<file path="config.mk">
export PLATFORM = sky130hd
export DESIGN_NAME = gmii_tx_sched
export DESIGN_NICKNAME = d
export VERILOG_FILES = /design/src/rtl/eth_pkg.sv /design/src/rtl/rr_arb2.sv /design/src/rtl/gmii_tx_sched.sv
export SDC_FILE = /design/constraint.sdc
export NUM_CORES = 1
export LEC_CHECK = 0
export ABC_AREA = 1
export BUFFER_PORTS_ARGS = -buffer_cell sky130_fd_sc_hd__buf_2
export CAP_MARGIN = 20
export CORE_ASPECT_RATIO = 0.6
export CORE_MARGIN = 1
export CORE_UTILIZATION = 41
export DETAILED_ROUTE_END_ITERATION = 10
export PLACE_DENSITY = 0.64
export SYNTH_ARGS = -nofsm -noshare
export SYNTH_HDL_FRONTEND = slang
export SYNTH_HIERARCHICAL = 1
export SYNTH_SLANG_ARGS = --single-unit
</file>
<file path="constraint.sdc">
create_clock -name clk -period 2.9 [get_ports clk]
set_input_delay 0.58 -clock clk [delete_from_list [all_inputs] [get_ports clk]]
set_output_delay 0.58 -clock clk [all_outputs]
set_load 0.01 [all_outputs]
</file>
<file path="src/rtl/eth_pkg.sv">
// Shared constants and types for the GMII transmit scheduler.
package eth_pkg;

  localparam logic [7:0] PREAMBLE_BYTE = 8'h55;
  localparam logic [7:0] SFD_BYTE      = 8'hD5;

  localparam int unsigned DEFAULT_IFG_BYTES       = 12;
  localparam int unsigned DEFAULT_PREAMBLE_BYTES  = 7;
  localparam int unsigned DEFAULT_MAX_FRAME_BYTES = 1518;

  typedef enum logic [2:0] {
    IDLE,
    PRE,
    SFD,
    DATA,
    ABORT,
    DRAIN,
    IFG
  } tx_state_t;

  // Larger of two sizes, used to dimension shared counters.
  function automatic int unsigned max_u(input int unsigned a, input int unsigned b);
    return (a > b) ? a : b;
  endfunction

endpackage

</file>
<file path="src/rtl/rr_arb2.sv">
// Two-requester round-robin arbiter. The pointer selects the preferred requester on a tie
// (0 prefers req_i[0]) and, on advance_i, moves to the requester not currently granted.
module rr_arb2 (
  input  logic       clk,
  input  logic       rstn,
  input  logic [1:0] req_i,
  input  logic       advance_i,
  output logic [1:0] gnt_o
);

  logic ptr_q, ptr_d;

  // Grant: pass single requests straight through, break ties with the pointer.
  always_comb begin
    gnt_o = req_i;
    if (req_i == 2'b11) begin
      gnt_o = ptr_q ? 2'b10 : 2'b01;
    end
  end

  // Pointer next state: after serving s0 prefer s1, and vice versa.
  always_comb begin
    ptr_d = ptr_q;
    if (advance_i && (gnt_o != 2'b00)) begin
      ptr_d = gnt_o[0];
    end
  end

  // Pointer register.
  always_ff @(posedge clk or negedge rstn) begin
    if (!rstn) begin
      ptr_q <= 1'b0;
    end else begin
      ptr_q <= ptr_d;
    end
  end

endmodule

</file>
<file path="src/rtl/gmii_tx_sched.sv">
// Shares one GMII transmit datapath between two byte-stream sources: round-robin arbitration,
// preamble/SFD insertion, inter-frame gap, and tx_er signalling on underrun or oversize.
// The state register tracks what is on the wire: the first data byte is fetched during the SFD
// cycle so the frame stays contiguous, and the last byte is shown in a DATA tail cycle.
module gmii_tx_sched
  import eth_pkg::*;
#(
  parameter int unsigned IFG_BYTES       = DEFAULT_IFG_BYTES,
  parameter int unsigned PREAMBLE_BYTES  = DEFAULT_PREAMBLE_BYTES,
  parameter int unsigned MAX_FRAME_BYTES = DEFAULT_MAX_FRAME_BYTES
) (
  input  logic       clk,
  input  logic       rstn,
  input  logic [7:0] s0_tdata,
  input  logic       s0_tvalid,
  input  logic       s0_tlast,
  output logic       s0_tready,
  input  logic [7:0] s1_tdata,
  input  logic       s1_tvalid,
  input  logic       s1_tlast,
  output logic       s1_tready,
  output logic [7:0] gmii_txd,
  output logic       gmii_tx_en,
  output logic       gmii_tx_er,
  output logic [1:0] grant,
  output logic       busy,
  output logic       err_pulse
);

  localparam int unsigned CntW = $clog2(MAX_FRAME_BYTES + 1);
  localparam int unsigned PhW  = $clog2(max_u(PREAMBLE_BYTES, IFG_BYTES) + 1);

  tx_state_t        state_q, state_d;
  logic [1:0]       owner_q, owner_d;
  logic [CntW-1:0]  byte_cnt_q, byte_cnt_d;
  logic [PhW-1:0]   ph_cnt_q, ph_cnt_d;
  logic             last_seen_q, last_seen_d;
  logic [7:0]       txd_q, txd_d;
  logic             tx_en_q, tx_en_d;
  logic             tx_er_q, tx_er_d;
  logic             err_q, err_d;

  logic [7:0]       sel_tdata;
  logic             sel_tvalid;
  logic             sel_tlast;
  logic             take;
  logic             hs;
  logic             at_max;
  logic [1:0]       arb_req;
  logic [1:0]       arb_gnt;
  logic             arb_advance;

  // Arbitration only looks at live requests in IDLE; afterwards it sees the owner so the
  // pointer can step past it on IFG entry.
  always_comb begin
    arb_req     = (state_q == IDLE) ? {s1_tvalid, s0_tvalid} : owner_q;
    arb_advance = (state_d == IFG) && (state_q != IFG);
  end

  rr_arb2 u_rr_arb2 (
    .clk       (clk),
    .rstn      (rstn),
    .req_i     (arb_req),
    .advance_i (arb_advance),
    .gnt_o     (arb_gnt)
  );

  // Mux the owning source and decide when it may hand over a byte.
  always_comb begin
    sel_tdata  = owner_q[1] ? s1_tdata  : s0_tdata;
    sel_tvalid = owner_q[1] ? s1_tvalid : s0_tvalid;
    sel_tlast  = owner_q[1] ? s1_tlast  : s0_tlast;
    at_max     = (byte_cnt_q == CntW'(MAX_FRAME_BYTES));
    take       = 1'b0;
    unique case (state_q)
      SFD:     take = 1'b1;
      DATA:    take = !last_seen_q && !at_max;
      DRAIN:   take = 1'b1;
      default: take = 1'b0;
    endcase
    hs        = take && sel_tvalid;
    s0_tready = take && owner_q[0];
    s1_tready = take && owner_q[1];
  end

  // Next-state logic plus the values the output registers load for the next wire cycle.
  always_comb begin
    state_d     = state_q;
    owner_d     = owner_q;
    byte_cnt_d  = byte_cnt_q;
    ph_cnt_d    = ph_cnt_q;
    last_seen_d = last_seen_q;
    txd_d       = 8'h00;
    tx_en_d     = 1'b0;
    tx_er_d     = 1'b0;
    err_d       = 1'b0;

    unique case (state_q)
      IDLE: begin
        if (arb_gnt != 2'b00) begin
          owner_d     = arb_gnt;
          byte_cnt_d  = '0;
          ph_cnt_d    = '0;
          last_seen_d = 1'b0;
          state_d     = PRE;
        end
      end
      PRE: begin
        if (ph_cnt_q == PhW'(PREAMBLE_BYTES - 1)) begin
          state_d = SFD;
        end else begin
          ph_cnt_d = ph_cnt_q + 1'b1;
        end
      end
      SFD: begin
        if (hs) begin
          byte_cnt_d  = byte_cnt_q + 1'b1;
          last_seen_d = sel_tlast;
          state_d     = DATA;
        end else begin
          state_d = ABORT;
        end
      end
      DATA: begin
        if (last_seen_q) begin
          state_d = IFG;
        end else if (at_max) begin
          state_d = ABORT;
        end else if (hs) begin
          byte_cnt_d  = byte_cnt_q + 1'b1;
          last_seen_d = sel_tlast;
        end else begin
          state_d = ABORT;
        end
      end
      ABORT: begin
        state_d = last_seen_q ? IFG : DRAIN;
      end
      DRAIN: begin
        if (hs && sel_tlast) begin
          state_d = IFG;
        end
      end
      IFG: begin
        if (ph_cnt_q == PhW'(IFG_BYTES - 1)) begin
          state_d = IDLE;
        end else begin
          ph_cnt_d = ph_cnt_q + 1'b1;
        end
      end
      default: state_d = IDLE;
    endcase

    if (arb_advance) begin
      ph_cnt_d = '0;
    end

    unique case (state_d)
      PRE: begin
        txd_d   = PREAMBLE_BYTE;
        tx_en_d = 1'b1;
      end
      SFD: begin
        txd_d   = SFD_BYTE;
        tx_en_d = 1'b1;
      end
      // Entering or staying in DATA always coincides with a handshake.
      DATA: begin
        txd_d   = sel_tdata;
        tx_en_d = 1'b1;
      end
      ABORT: begin
        tx_en_d = 1'b1;
        tx_er_d = 1'b1;
        err_d   = 1'b1;
      end
      default: begin
        txd_d   = 8'h00;
        tx_en_d = 1'b0;
      end
    endcase
  end

  // State and registered GMII outputs; reset clears the wire immediately.
  always_ff @(posedge clk or negedge rstn) begin
    if (!rstn) begin
      state_q     <= IDLE;
      owner_q     <= 2'b00;
      byte_cnt_q  <= '0;
      ph_cnt_q    <= '0;
      last_seen_q <= 1'b0;
      txd_q       <= 8'h00;
      tx_en_q     <= 1'b0;
      tx_er_q     <= 1'b0;
      err_q       <= 1'b0;
    end else begin
      state_q     <= state_d;
      owner_q     <= owner_d;
      byte_cnt_q  <= byte_cnt_d;
      ph_cnt_q    <= ph_cnt_d;
      last_seen_q <= last_seen_d;
      txd_q       <= txd_d;
      tx_en_q     <= tx_en_d;
      tx_er_q     <= tx_er_d;
      err_q       <= err_d;
    end
  end

  // Status outputs derived from the state register.
  always_comb begin
    gmii_txd   = txd_q;
    gmii_tx_en = tx_en_q;
    gmii_tx_er = tx_er_q;
    err_pulse  = err_q;
    busy       = (state_q != IDLE);
    grant      = ((state_q == IDLE) || (state_q == IFG)) ? 2'b00 : owner_q;
  end

endmodule
</file>
==> results of run 1 <==
## worst min path at each step
| stage | from | end | slack (ns) | cells after the start |
|---|---|---|---|---|
| 2_1_floorplan | rstn | byte_cnt_q[0]$_DFFE_PN0P_ | 0.28 | 0 |
| 3_3_place_gp | u_rr_arb2/ptr_q$_DFFE_PN0P_ | u_rr_arb2/ptr_q$_DFFE_PN0P_ | 0.49 | 2 |
| 3_5_place_dp | u_rr_arb2/ptr_q$_DFFE_PN0P_ | u_rr_arb2/ptr_q$_DFFE_PN0P_ | 0.50 | 2 |
| 4_1_cts | rstn | ph_cnt_q[1]$_DFFE_PN0P_ | 0.38 | 1 |
| 5_1_grt | rstn | gmii_txd[6]$_DFF_PN0_ | 0.42 | 1 |
| 6_report | rstn | ph_cnt_q[0]$_DFFE_PN0P_ | 0.35 | 1 |
## logic make-up after synthesis
family / after synthesis
xor+xnor: 3
flops: 32
simple gates: 147
buf+inv: 42
compound gates: 37
fa+ha+maj: 4
## power groups by stage
stage	Combinational (W)	Clock [W]	Sequential (W)
finish	0.000993	0.000356	0.000609
global route	0.00113	0.000385	0.000622
CTS	0.000992	0.000366	0.000610
detailed placement	0.000986	0	0.000617
global placement	0.000985	0	0.000614
floorplan	0.000703	0	0.000637
## critical path, cell delays in order (launching register included)
cell and delay [ns]:
dfrtp_1 0.44, nor2_1 0.19, nand2_2 0.13, inv_1 0.15, nand2_1 0.06, nand2_1 0.08, a21boi_1 0.21, nor2_1 0.09
nor2_2 0.31, inv_2 0.14, nand2_4 0.15, nand2_2 0.08, nor2_4 0.12, nand2_2 0.08, o21ai_0 0.15, a21oi_1 0.06
## what timing repair did
action,CTS,global route
setup endpoints to repair,0,4
buffers inserted,0,0
resized for setup,0,1
## routing by layer
metal,track usage (%),share of wire [%],vias up
met4,5.357,0.92,0
met2,23.67,35,63
met3,5.464,9.3,4
met1,31.84,55,792
met5,0,0,-
li1,-,-,927
## sequential cells by signal, indices dropped and copies added (netlist names)
name             cells
gmii_tx_en           1
byte_cnt_q          11
gmii_txd             8
last_seen_q          1
state_q              3
owner_q              2
err_pulse            1
ph_cnt_q             4
u_rr_arb2/ptr_q      1
## placed cells by master (no fill, tap or decap), types with 5 or more instances in the layout
cell and count:
a21oi_1 12, buf_2 37, clkbuf_8 6, dfrtp_1 32
inv_1 36, nand2_1 69, nand2_2 11, nand3_1 10
nand3_2 5, nor2_1 28, nor2_2 6, o21ai_0 11
## cell type report
| type | instances | area [um^2] | share of cell area, % |
|---|---|---|---|
| clock buffers | 8 | 90.09 | 3.840 |
| inverters | 39 | 147.6 | 6.293 |
| flip-flops and latches | 32 | 800.8 | 34.13 |
| well taps | 63 | 78.83 | 3.360 |
| repair buffers | 39 | 200.2 | 8.533 |
| multi-input cells | 191 | 1028 | 43.84 |
## stage by stage
| stage | power [W] | hold slack, ns |
|---|---|---|
| floorplan | 0.001340 | 0.2844 |
| global placement | 0.001599 | 0.4913 |
| detailed placement | 0.001603 | 0.4972 |
| CTS | 0.001967 | 0.3828 |
| global route | 0.002135 | 0.4195 |
| finish | 0.001959 | 0.3483 |
==> summary.md, run 1 <==
| Metric | Value |
|---|---|
| DRC viols | `0` |
| Post-Synth Adder-Cell Area | `2.511%` |
| Buffer type at the clock tree root | `clkbuf_8` |
| Drt pass-1 iters | `4` |
| Cell Area, Synth | `1993 um^2` |
| Share of cells above drive strength 1 | `26.21%` |
| Register area share after synthesis | `40.18%` |
| Status | `completed` |
| First-pass GRT wire length | `7.686 mm` |
| Ys Warns | `6` |
| Setup TNS | `0 ns` |
| Critical Path Sink | `byte_cnt_q[6]$_DFFE_PN0P_` |
| DP Area | `between 2000 and 2500 um^2` |
| Sw Share | `45.22%` |
| Clk network pwr share | `approximately 18%` |
| Largest net degree at the start of global routing | `33` |
| RSZ-0062 raised after global routing | `no` |
| Max clock buf depth | `2` |
| Nets | `334` |
| H-tree depth | `2` |
| Site row count | `19` |
| Setup ws final | `around 0.34 ns` |
| Worst-Margin Slew | `about 0.71 ns` |
| P_leak | `approximately 1.2 nW` |
| WP data required | `3.06 ns` |
| EDFF count, synth | `0` |
| Placed insts | `364` |
| All-Layer GR Usage | `between 10% and 20%` |
| DIE WIDTH | `92.01 um` |
| Post-Synth Simple-Gate Area | `36.47%` |
| Max Clock Freq | `389.9 MHz` |
| Die Y | `~56 um` |
| Num Clock Sinks | `32` |
| DRT antenna net count | `0` |
| CP Data Arrival Time | `2.73 ns` |
| Synth Area per Inst | `7.521 um^2` |
| Starting Density | `43.22%` |
| DRT iter0 DRCs | `roughly 170` |
| Count leader, synth | `nand2_1` |
| Net Sw Power | `roughly 0.00089 W` |
| Gate power share | `50.7%` |
| Worst R2R Path Depth | `15` |
| Later-pin clock latency in the skew report | `0.28 ns` |
| Synth async-reset ratio | `100.0%` |
| Post-layout util | `roughly half` |
| CTS tree | `built` |
| Routed wire length | `4.548 mm` |
| Hpwl dp | `3.478 mm` |
| Clk slew on worst S/H paths | `0.07 ns` |
| Launching point of the worst reg2reg path | `state_q[1]$_DFF_PN0_` |
| Worst hold path type | `in2async` |
| Fill cells | `~470` |
| Design area | `about 2300 um^2` |
| Tmin final | `between 2 and 3 ns` |
| Fin. Hold Viols | `0` |
| Antenna Cells | `0` |
| Yosys top cell area share | `40.18%` |
| Cells after synthesis | `~270` |
| Reg2reg end | `byte_cnt_q[6]$_DFFE_PN0P_` |
| Worst setup startpoint | `state_q[1]$_DFF_PN0_` |
| Layout Cells excl Fill | `between 300 and 400` |
| Initial antenna violation count | `0` |
| Die ar. | `5153 um^2` |
| Slew margin rel. | `52.52%` |
| Power per cell area | `834.9 nW/um^2` |
| Yosys cell types | `36` |
| Final setup viols | `0` |
| Vias | `1,786` |
| CP endpoint kind | `register` |
| IO buf count | `37` |
| Number of global-route vias before repair | `between 1,500 and 2,000` |
| Period utilisation layout | `88.44%` |
| Core Footprint | `4612 um^2` |
| Syn-to-layout area delta | `17.70%` |
| Ys flop type | `dfrtp_1` |
| Synth area leaders | `dfrtp_1 (40%), nand2_1 (13%), inv_1 (6.8%)` |
| Number of synthesized register bits | `32` |
| WS Path Type | `reg2reg` |
| WL/cell | `12.23 um` |
| R2R Setup Slk | `0.34 ns` |
| Gpl congestion | `0.8628` |
| Io pins | `38` |
| Maximum VDD drop | `395.2 uV` |
| MaxCap Viol Count | `0` |
| Slew Viols, Final | `0` |
| Compound-gate portion of the synthesized area | `11.30%` |
| Startpoint Class | `register` |
| Gr ovfl total | `0` |
| Worst slack at placement | `0.3030 ns` |
| Flop pwr share | `between 30% and 40%` |
| Most frequent cells after synthesis | `nand2_1 (69), inv_1 (36), dfrtp_1 (32)` |
| Largest family of logic cells by synthesized area | `simple AND/OR/NAND/NOR gates` |
| Worst Path Max Fanout | `10` |
| Int Power | `0.001073 W` |
| Via/cell ratio | `4.801` |
| Syn nets | `291` |
| XOR/XNOR Fraction of Synth Area | `approximately 1.3%` |
| Num CTS Buffers | `5` |
| Yosys top cell by area | `dfrtp_1` |
| Multiplexer share of the synthesized area | `0%` |
| Post-CTS Hold Buffers | `0` |
| Skew final | `0.007233 ns` |
Power figures use the tool's default switching activity.
==> run 2, diff against run 1 <==
--- a/config.mk
+++ b/config.mk
@@ -10,9 +10,9 @@
 export CAP_MARGIN = 20
 export CORE_ASPECT_RATIO = 0.6
 export CORE_MARGIN = 1
-export CORE_UTILIZATION = 41
+export CORE_UTILIZATION = 30
 export DETAILED_ROUTE_END_ITERATION = 10
-export PLACE_DENSITY = 0.64
+export PLACE_DENSITY = 0.5
 export SYNTH_ARGS = -nofsm -noshare
 export SYNTH_HDL_FRONTEND = slang
 export SYNTH_HIERARCHICAL = 1
==> run 2 against run 1 <==
  * Count of clock-buffer cells in the layout fell by 1
  * Non-clock buffer count did not move
  * Clock skew rose by 0.00083 ns
  * Via count fell by 2.8%
  * Design area rose by 1.5%
  * Total power rose by 1.9%
  * Sequential share of layout area fell by 0.50 points
  * Final cell count rose by 5.6%
  * Worst hold slack improved by 0.011 ns
  * Die area rose by 36%
  * Combinational power barely moved
  * First-iteration DRC count fell by 15%
  * Largest cell class unchanged
  * Highest routed layer unchanged
==> summary.md, run 2 (synthesis results as in run 1) <==
| Metric | Value |
|---|---|
| Maximum VDD drop | `299.7 uV (-24%)` |
| Largest Register | `byte_cnt_q` |
| Slew Viols, Final | `0 (unchanged)` |
| Post-layout util | `38.11% (-13 points)` |
| FF/Latch Area | `800.8 um^2 (unchanged)` |
| CTS tree | `built` |
| Num CTS Buffers | `5 (unchanged)` |
| Worst-Margin Slew | `0.7396 ns (+0.02740 ns)` |
| DRC viols | `0 (unchanged)` |
| Commonest non-fill, non-tap cell in the layout | `nand2_1` |
| Slew margin rel. | `50.69% (-1.8 points)` |
| Antenna Cells | `0 (unchanged)` |
| WL/cell | `12.55 um (+2.7%)` |
| Worst Path Max Fanout | `8 (-2)` |
| P_leak | `1.210 nW (about the same)` |
| Num Clock Sinks | `32 (unchanged)` |
| Worst slack at placement | `0.2994 ns (-0.003619 ns)` |
| Gpl congestion | `0.8325 (-3.5%)` |
| Post-CTS Hold Buffers | `0 (unchanged)` |
| Largest register FFs | `11 (unchanged)` |
| DRT iter0 DRCs | `146 (-15%)` |
| All-Layer GR Usage | `15.69% (-3.7 points)` |
| MaxCap Viol Count | `0 (unchanged)` |
| Setup TNS | `0 ns (unchanged)` |
| Fin. Hold Viols | `0 (unchanged)` |
| RSZ-0062 raised after global routing | `no` |
| Launching point of the worst reg2reg path | `state_q[1]$_DFF_PN0_` |
| CP Data Arrival Time | `2.67 ns (-0.06 ns)` |
| Drt pass-1 iters | `4 (unchanged)` |
| Slowest stage cell on the critical path | `dfrtp_1` |
| Share of cells above drive strength 1 | `26.54% (+0.32 points)` |
| Total power | `0.001996 W (+1.9%)` |
| Power per cell area | `838.3 nW/um^2 (+0.40%)` |
| Die ar. | `6984 um^2 (+36%)` |
| Most frequent cells in the layout | `nand2_1 (69), buf_2 (37), inv_1 (36)` |
| Startpoint Class | `register` |
| Worst hold path type | `in2async` |
| Later-pin clock latency in the skew report | `0.29 ns (about the same)` |
| Core Footprint | `6248 um^2 (+35%)` |
| Initial antenna violation count | `0 (unchanged)` |
| Max clock buf depth | `2 (unchanged)` |
| Via/cell ratio | `4.417 (-8.0%)` |
| CP endpoint kind | `register` |
| DRT antenna net count | `0 (unchanged)` |
| Cell mode on critical path | `nand2_1` |
| Critical Path Max Stage Delay | `0.45 ns (about the same)` |
| Io pins | `38 (unchanged)` |
| DIE WIDTH | `107.2 um (+17%)` |
| Period utilisation layout | `86.10% (-2.3 points)` |
| IO buf count | `37 (unchanged)` |
| Syn-to-layout area delta | `19.46%` |
| Crit path cell chain | `nor2_1 -> nand2_2 -> inv_1 -> nand2_1 -> nand2_1 -> a21boi_0 -> nor2_1 -> nor2_4 -> nor2_1 -> nand3_2 -> nor2_4 -> nand4_4 -> nand2_4 -> nand2_4 -> nand2_1 -> nand2_1` |
| Tmin final | `2.497 ns (-0.06792 ns)` |
| H-tree depth | `2 (unchanged)` |
| Number of global-route vias before repair | `1,640 (+2.8%)` |
| Hpwl dp | `3.724 mm (+7.1%)` |
| Status | `completed` |
| Routed wire length | `4.933 mm (+8.5%)` |
| Nets | `334 (unchanged)` |
| Vias | `1,736 (-2.8%)` |
| Die Y | `65.14 um (+16%)` |
| Buffer type at the clock tree root | `clkbuf_8` |
| Clk slew on worst S/H paths | `0.07 ns (about the same)` |
| Gr ovfl total | `0 (unchanged)` |
| Worst setup startpoint | `state_q[1]$_DFF_PN0_` |
| Skew final | `0.008063 ns (+0.0008306 ns)` |
| WS Path Type | `reg2reg` |
| Starting Density | `31.90% (-11 points)` |
| Final setup viols | `0 (unchanged)` |
| Setup ws final | `0.4032 ns (+0.06792 ns)` |
| Multi-input logic area | `1033 um^2 (+0.49%)` |
| Largest net degree at the start of global routing | `33 (unchanged)` |
| WP data required | `3.08 ns (+0.02 ns)` |
| Site row count | `22 (+3)` |
| Fill cells | `677 (+43%)` |
| First-pass GRT wire length | `8.238 mm (+7.2%)` |
| Max Clock Freq | `400.5 MHz (+2.7%)` |
## run 2: cell types whose count changed in the layout (fill, tap and decap cells not counted)
cell        previous run  this run
clkinvlp_4             0         1
clkbuf_1               2         1
nor2_4                 2         3
nor2_2                 6         5
## run 2: metrics by stage
step	instance area (um^2)	hold WS [ns]	instances
after floorplan	1993	0.2844	265
after CTS	2376	0.4000	393
final	2381	0.3595	393
after detailed placement	2282	0.5062	385
after global routing	2381	0.4232	393
after global placement	2282	0.4918	385
## run 2: layout make-up
cell class | count | area share [%]
sequential | 32 | 33.63
clock inverter | 1 | 0.3153
clock buffer | 7 | 3.626
multi-input combinational | 191 | 43.41
inverter | 39 | 6.201
tap | 84 | 4.414
timing repair buffer | 39 | 8.408
## run 2: report_power, final
part,switching (W),internal [W]
Sequential,0.0000656,0.000547
Clock,0.000170,0.000193
Combinational,0.000686,0.000334
Total,0.000922,0.00107
## run 2: final timing paths
| kind | end | depth (start not counted) | slack, ns |
|---|---|---|---|
| max in group asynchronous | state_q[0]$_DFF_PN0_ | 1 | 2.07 |
| worst max-delay path | ph_cnt_q[2]$_DFFE_PN0P_ | 16 | 0.40 |
| worst min-delay path | byte_cnt_q[2]$_DFFE_PN0P_ | 1 | 0.36 |
| worst max register to register | ph_cnt_q[2]$_DFFE_PN0P_ | 16 | 0.40 |
| min in group clk | u_rr_arb2/ptr_q$_DFFE_PN0P_ | 2 | 0.52 |
| worst min register to register | u_rr_arb2/ptr_q$_DFFE_PN0P_ | 2 | 0.52 |
## run 2: repair_timing
action,4_1_cts,5_1_grt
buffers inserted,0,0
gates resized for setup,0,2
endpoints found under the setup margin,0,2
## run 2: worst max-delay path: cells and delay by family (launching register included)
kind	cells	cell delay (ns)
AO/OA/AOI/OAI	1	0.11
buffers and inverters	1	0.16
flip-flops	1	0.45
AND/OR/NAND/NOR	14	1.67
## run 2: layer usage
layer / GRT usage (%) / share of wire [%]
met5: 0 / 0
met2: 19.19 / 35
met4: 4.110 / 0.99
met3: 3.571 / 5.3
met1: 25.96 / 59
==> run 3, diff against run 2 <==
--- a/config.mk
+++ b/config.mk
@@ -15,5 +15,4 @@
 export PLACE_DENSITY = 0.5
 export SYNTH_ARGS = -nofsm -noshare
 export SYNTH_HDL_FRONTEND = slang
-export SYNTH_HIERARCHICAL = 1
 export SYNTH_SLANG_ARGS = --single-unit
==> run 3 against run 2 <==
  * Count of clock-buffer cells in the layout down 1
  * Sequential share of layout area decreased by 2.1 points
  * First-iteration DRC count fell by 8.9%
  * Non-clock buffer count is 1 lower
  * Area after synthesis rose by 6.1%
==> summary.md, run 3 <==
| Metric | Value |
|---|---|
| EDFF count, synth | `0 (unchanged)` |
| DRT iter0 DRCs | `133 (-8.9%)` |
| Commonest non-fill, non-tap cell in the layout | `nand2_1` |
| All-Layer GR Usage | `15.65% (-0.042 points)` |
| Slew Viols, Final | `0 (unchanged)` |
| Fill cells | `718 (+6.1%)` |
| DRT antenna net count | `0 (unchanged)` |
| Num CTS Buffers | `5 (unchanged)` |
| Power per cell area | `1000 nW/um^2 (+19%)` |
| Initial antenna violation count | `0 (unchanged)` |
| Slew margin rel. | `49.09% (-1.6 points)` |
| Startpoint Class | `register` |
| Worst R2R Path Depth | `17 (+1)` |
| DP Area | `2389 um^2 (+4.7%)` |
| Largest net degree at the start of global routing | `33 (unchanged)` |
| P_leak | `1.252 nW (+3.5%)` |
| Io pins | `38 (unchanged)` |
| Post-layout util | `37.68% (-0.42 points)` |
| RSZ-0062 raised after global routing | `no` |
| Register area share after synthesis | `37.87% (-2.3 points)` |
| WS Path Type | `reg2out` |
| Share of cells above drive strength 1 | `29.60% (+3.1 points)` |
| Clk slew on worst S/H paths | `0.06 ns (about the same)` |
| Buffer type at the clock tree root | `clkbuf_16` |
| Skew final | `0.006643 ns (-0.001420 ns)` |
| Ys Warns | `0 (-6)` |
| Number of global-route vias before repair | `1,552 (-5.4%)` |
| Nets | `346 (+3.6%)` |
| Status | `completed` |
| Ys flop type | `dfrtp_1` |
| Vias | `1,847 (+6.4%)` |
| Synth Area per Inst | `7.579 um^2 (+0.77%)` |
| Reg2reg end | `ph_cnt_q[2]$_DFFE_PN0P_` |
| Syn nets | `305 (+4.8%)` |
| Routed wire length | `5.181 mm (+5.0%)` |
| Period utilisation layout | `78.43% (-7.7 points)` |
| Yosys top cell area share | `37.87% (-2.3 points)` |
| Yosys cell types | `41 (+14%)` |
| Post-CTS Hold Buffers | `0 (unchanged)` |
| Synth area leaders | `dfrtp_1 (38%), nand2_1 (11%), nor2_1 (6.0%)` |
| Num Clock Sinks | `32 (unchanged)` |
| Design area | `2537 um^2 (+6.6%)` |
| Antenna Cells | `0 (unchanged)` |
| First-pass GRT wire length | `8.349 mm (+1.3%)` |
| Later-pin clock latency in the skew report | `0.28 ns (about the same)` |
| # resized after CTS | `0 (unchanged)` |
| IO buf count | `37 (unchanged)` |
| Yosys top cell by area | `dfrtp_1` |
| Core Footprint | `6734 um^2 (+7.8%)` |
| Die Y | `67.03 um (+2.9%)` |
| Site row count | `23 (+4.5%)` |
| Worst hold path type | `in2async` |
| WP data required | `2.32 ns (-0.76 ns)` |
| Max clock buf depth | `2 (unchanged)` |
| Gr ovfl total | `0 (unchanged)` |
| Synth async-reset ratio | `100.0% (unchanged)` |
| Count leader, synth | `nand2_1` |
| MaxCap Viol Count | `0 (unchanged)` |
| Setup Fix Bufs, Post-CTS | `0 (unchanged)` |
| Gpl congestion | `0.8733 (+4.9%)` |
| Worst Path Max Fanout | `6 (-2)` |
| Largest Register | `byte_cnt_q` |
| CTS tree | `built` |
| Number of synthesized register bits | `32 (unchanged)` |
| Starting Density | `31.40% (-0.50 points)` |
| Hpwl dp | `4.007 mm (+7.6%)` |
| Worst-Margin Slew | `0.7637 ns (+0.02405 ns)` |
| Largest register FFs | `11 (unchanged)` |
| Setup TNS | `0 ns (unchanged)` |
| Cell Area, Synth | `2115 um^2 (+6.1%)` |
| Syn-to-layout area delta | `20.00%` |
| CP endpoint kind | `output pin` |
| WL/cell | `12.70 um (+1.2%)` |
| Die ar. | `7399 um^2 (+5.9%)` |
| Most frequent cells in the layout | `nand2_1 (63), buf_2 (37), nor2_1 (34)` |
| Tmin final | `2.274 ns (-0.2223 ns)` |
| Launching point of the worst reg2reg path | `byte_cnt_q[0]$_DFFE_PN0P_` |
| Maximum VDD drop | `397.2 uV (+33%)` |
| DRC viols | `0 (unchanged)` |
| Via/cell ratio | `4.527 (+2.5%)` |
| CP Data Arrival Time | `1.69 ns (-0.98 ns)` |
| R2R Setup Slk | `0.73 ns (+0.33 ns)` |
| Most frequent cells after synthesis | `nand2_1 (63), nor2_1 (34), dfrtp_1 (32)` |
| DIE WIDTH | `110.4 um (+2.9%)` |
| Max Clock Freq | `439.7 MHz (+9.8%)` |
| Fin. Hold Viols | `0 (unchanged)` |
| Cells after synthesis | `279 (+5.3%)` |
| Drt pass-1 iters | `4 (unchanged)` |
| H-tree depth | `2 (unchanged)` |
| Final setup viols | `0 (unchanged)` |
## run 3: cell count changes in the layout (fill, tap and decap cells not counted), sizes merged, moves of 3 or more
cell,previous run,this run
nor3,4,7
inv,38,35
a21boi,3,0
nor2,36,42
nand3,15,23
a31oi,4,1
## run 3: cells by family after synthesis
kind of cell,synth area share (%)
flops,37.87
fa+ha+maj,2.367
buf+inv,7.869
simple gates,40.30
xor+xnor,2.485
compound gates,9.113
## run 3: power by group
group | internal (W) | switching, W
Sequential | 0.000579 | 0.000135
Combinational | 0.000420 | 0.000872
Clock | 0.000338 | 0.000195
## run 3: critical path, cell delays in order (launching register included)
cell	delay, ns
dfrtp_1	0.40
inv_1	0.12
ha_1	0.15
inv_1	0.03
nor2_1	0.16
nand3_4	0.11
nand2_2	0.09
nand2_4	0.07
inv_1	0.08
nor2_1	0.05
buf_2	0.15
## run 3: per-stage QoR
| step | hold slack (ns) | worst slack (ns) | std cells | power (W) |
|---|---|---|---|---|
| 2_1_floorplan | 0.2844 | 1.013 | 279 | 0.001692 |
| 3_3_place_gp | 0.4737 | 0.7166 | 400 | 0.002027 |
| 3_5_place_dp | 0.4769 | 0.7409 | 400 | 0.002010 |
| 4_1_cts | 0.4090 | 0.6054 | 408 | 0.002556 |
| 5_1_grt | 0.4384 | 0.5126 | 408 | 0.002770 |
| 6_report | 0.3757 | 0.6255 | 408 | 0.002538 |
## run 3: how the worst max path moves through the flow
stage               slack, ns                 endpoint                       from
global route             0.51                s1_tready  byte_cnt_q[0]$_DFFE_PN0P_
global placement         0.72  ph_cnt_q[2]$_DFFE_PN0P_  byte_cnt_q[0]$_DFFE_PN0P_
detailed placement       0.74  ph_cnt_q[2]$_DFFE_PN0P_  byte_cnt_q[0]$_DFFE_PN0P_
CTS                      0.61                s1_tready  byte_cnt_q[0]$_DFFE_PN0P_
finish                   0.63                s1_tready  byte_cnt_q[0]$_DFFE_PN0P_
floorplan                1.01  ph_cnt_q[2]$_DFFE_PN0P_  byte_cnt_q[0]$_DFFE_PN0P_
## run 3: cell type report
| cell class | instances | area, um^2 | area share (%) |
|---|---|---|---|
| repair buffers | 38 | 192.7 | 7.594 |
| clock buffers | 6 | 138.9 | 5.473 |
| well taps | 87 | 108.9 | 4.290 |
| clock inverters | 2 | 10.01 | 0.3945 |
| multi-input cells | 207 | 1147 | 45.22 |
| inverters | 36 | 138.9 | 5.473 |
| flip-flops and latches | 32 | 800.8 | 31.56 |
## run 3: layer usage
layer / share of wire [%] / track usage (%) / vias to the layer above
li1: - / - / 974
met1: 58 / 26.71 / 846
met2: 37 / 17.16 / 25
met3: 3.7 / 4.697 / 2
met4: 0.46 / 3.454 / 0
met5: 0 / 0 / -
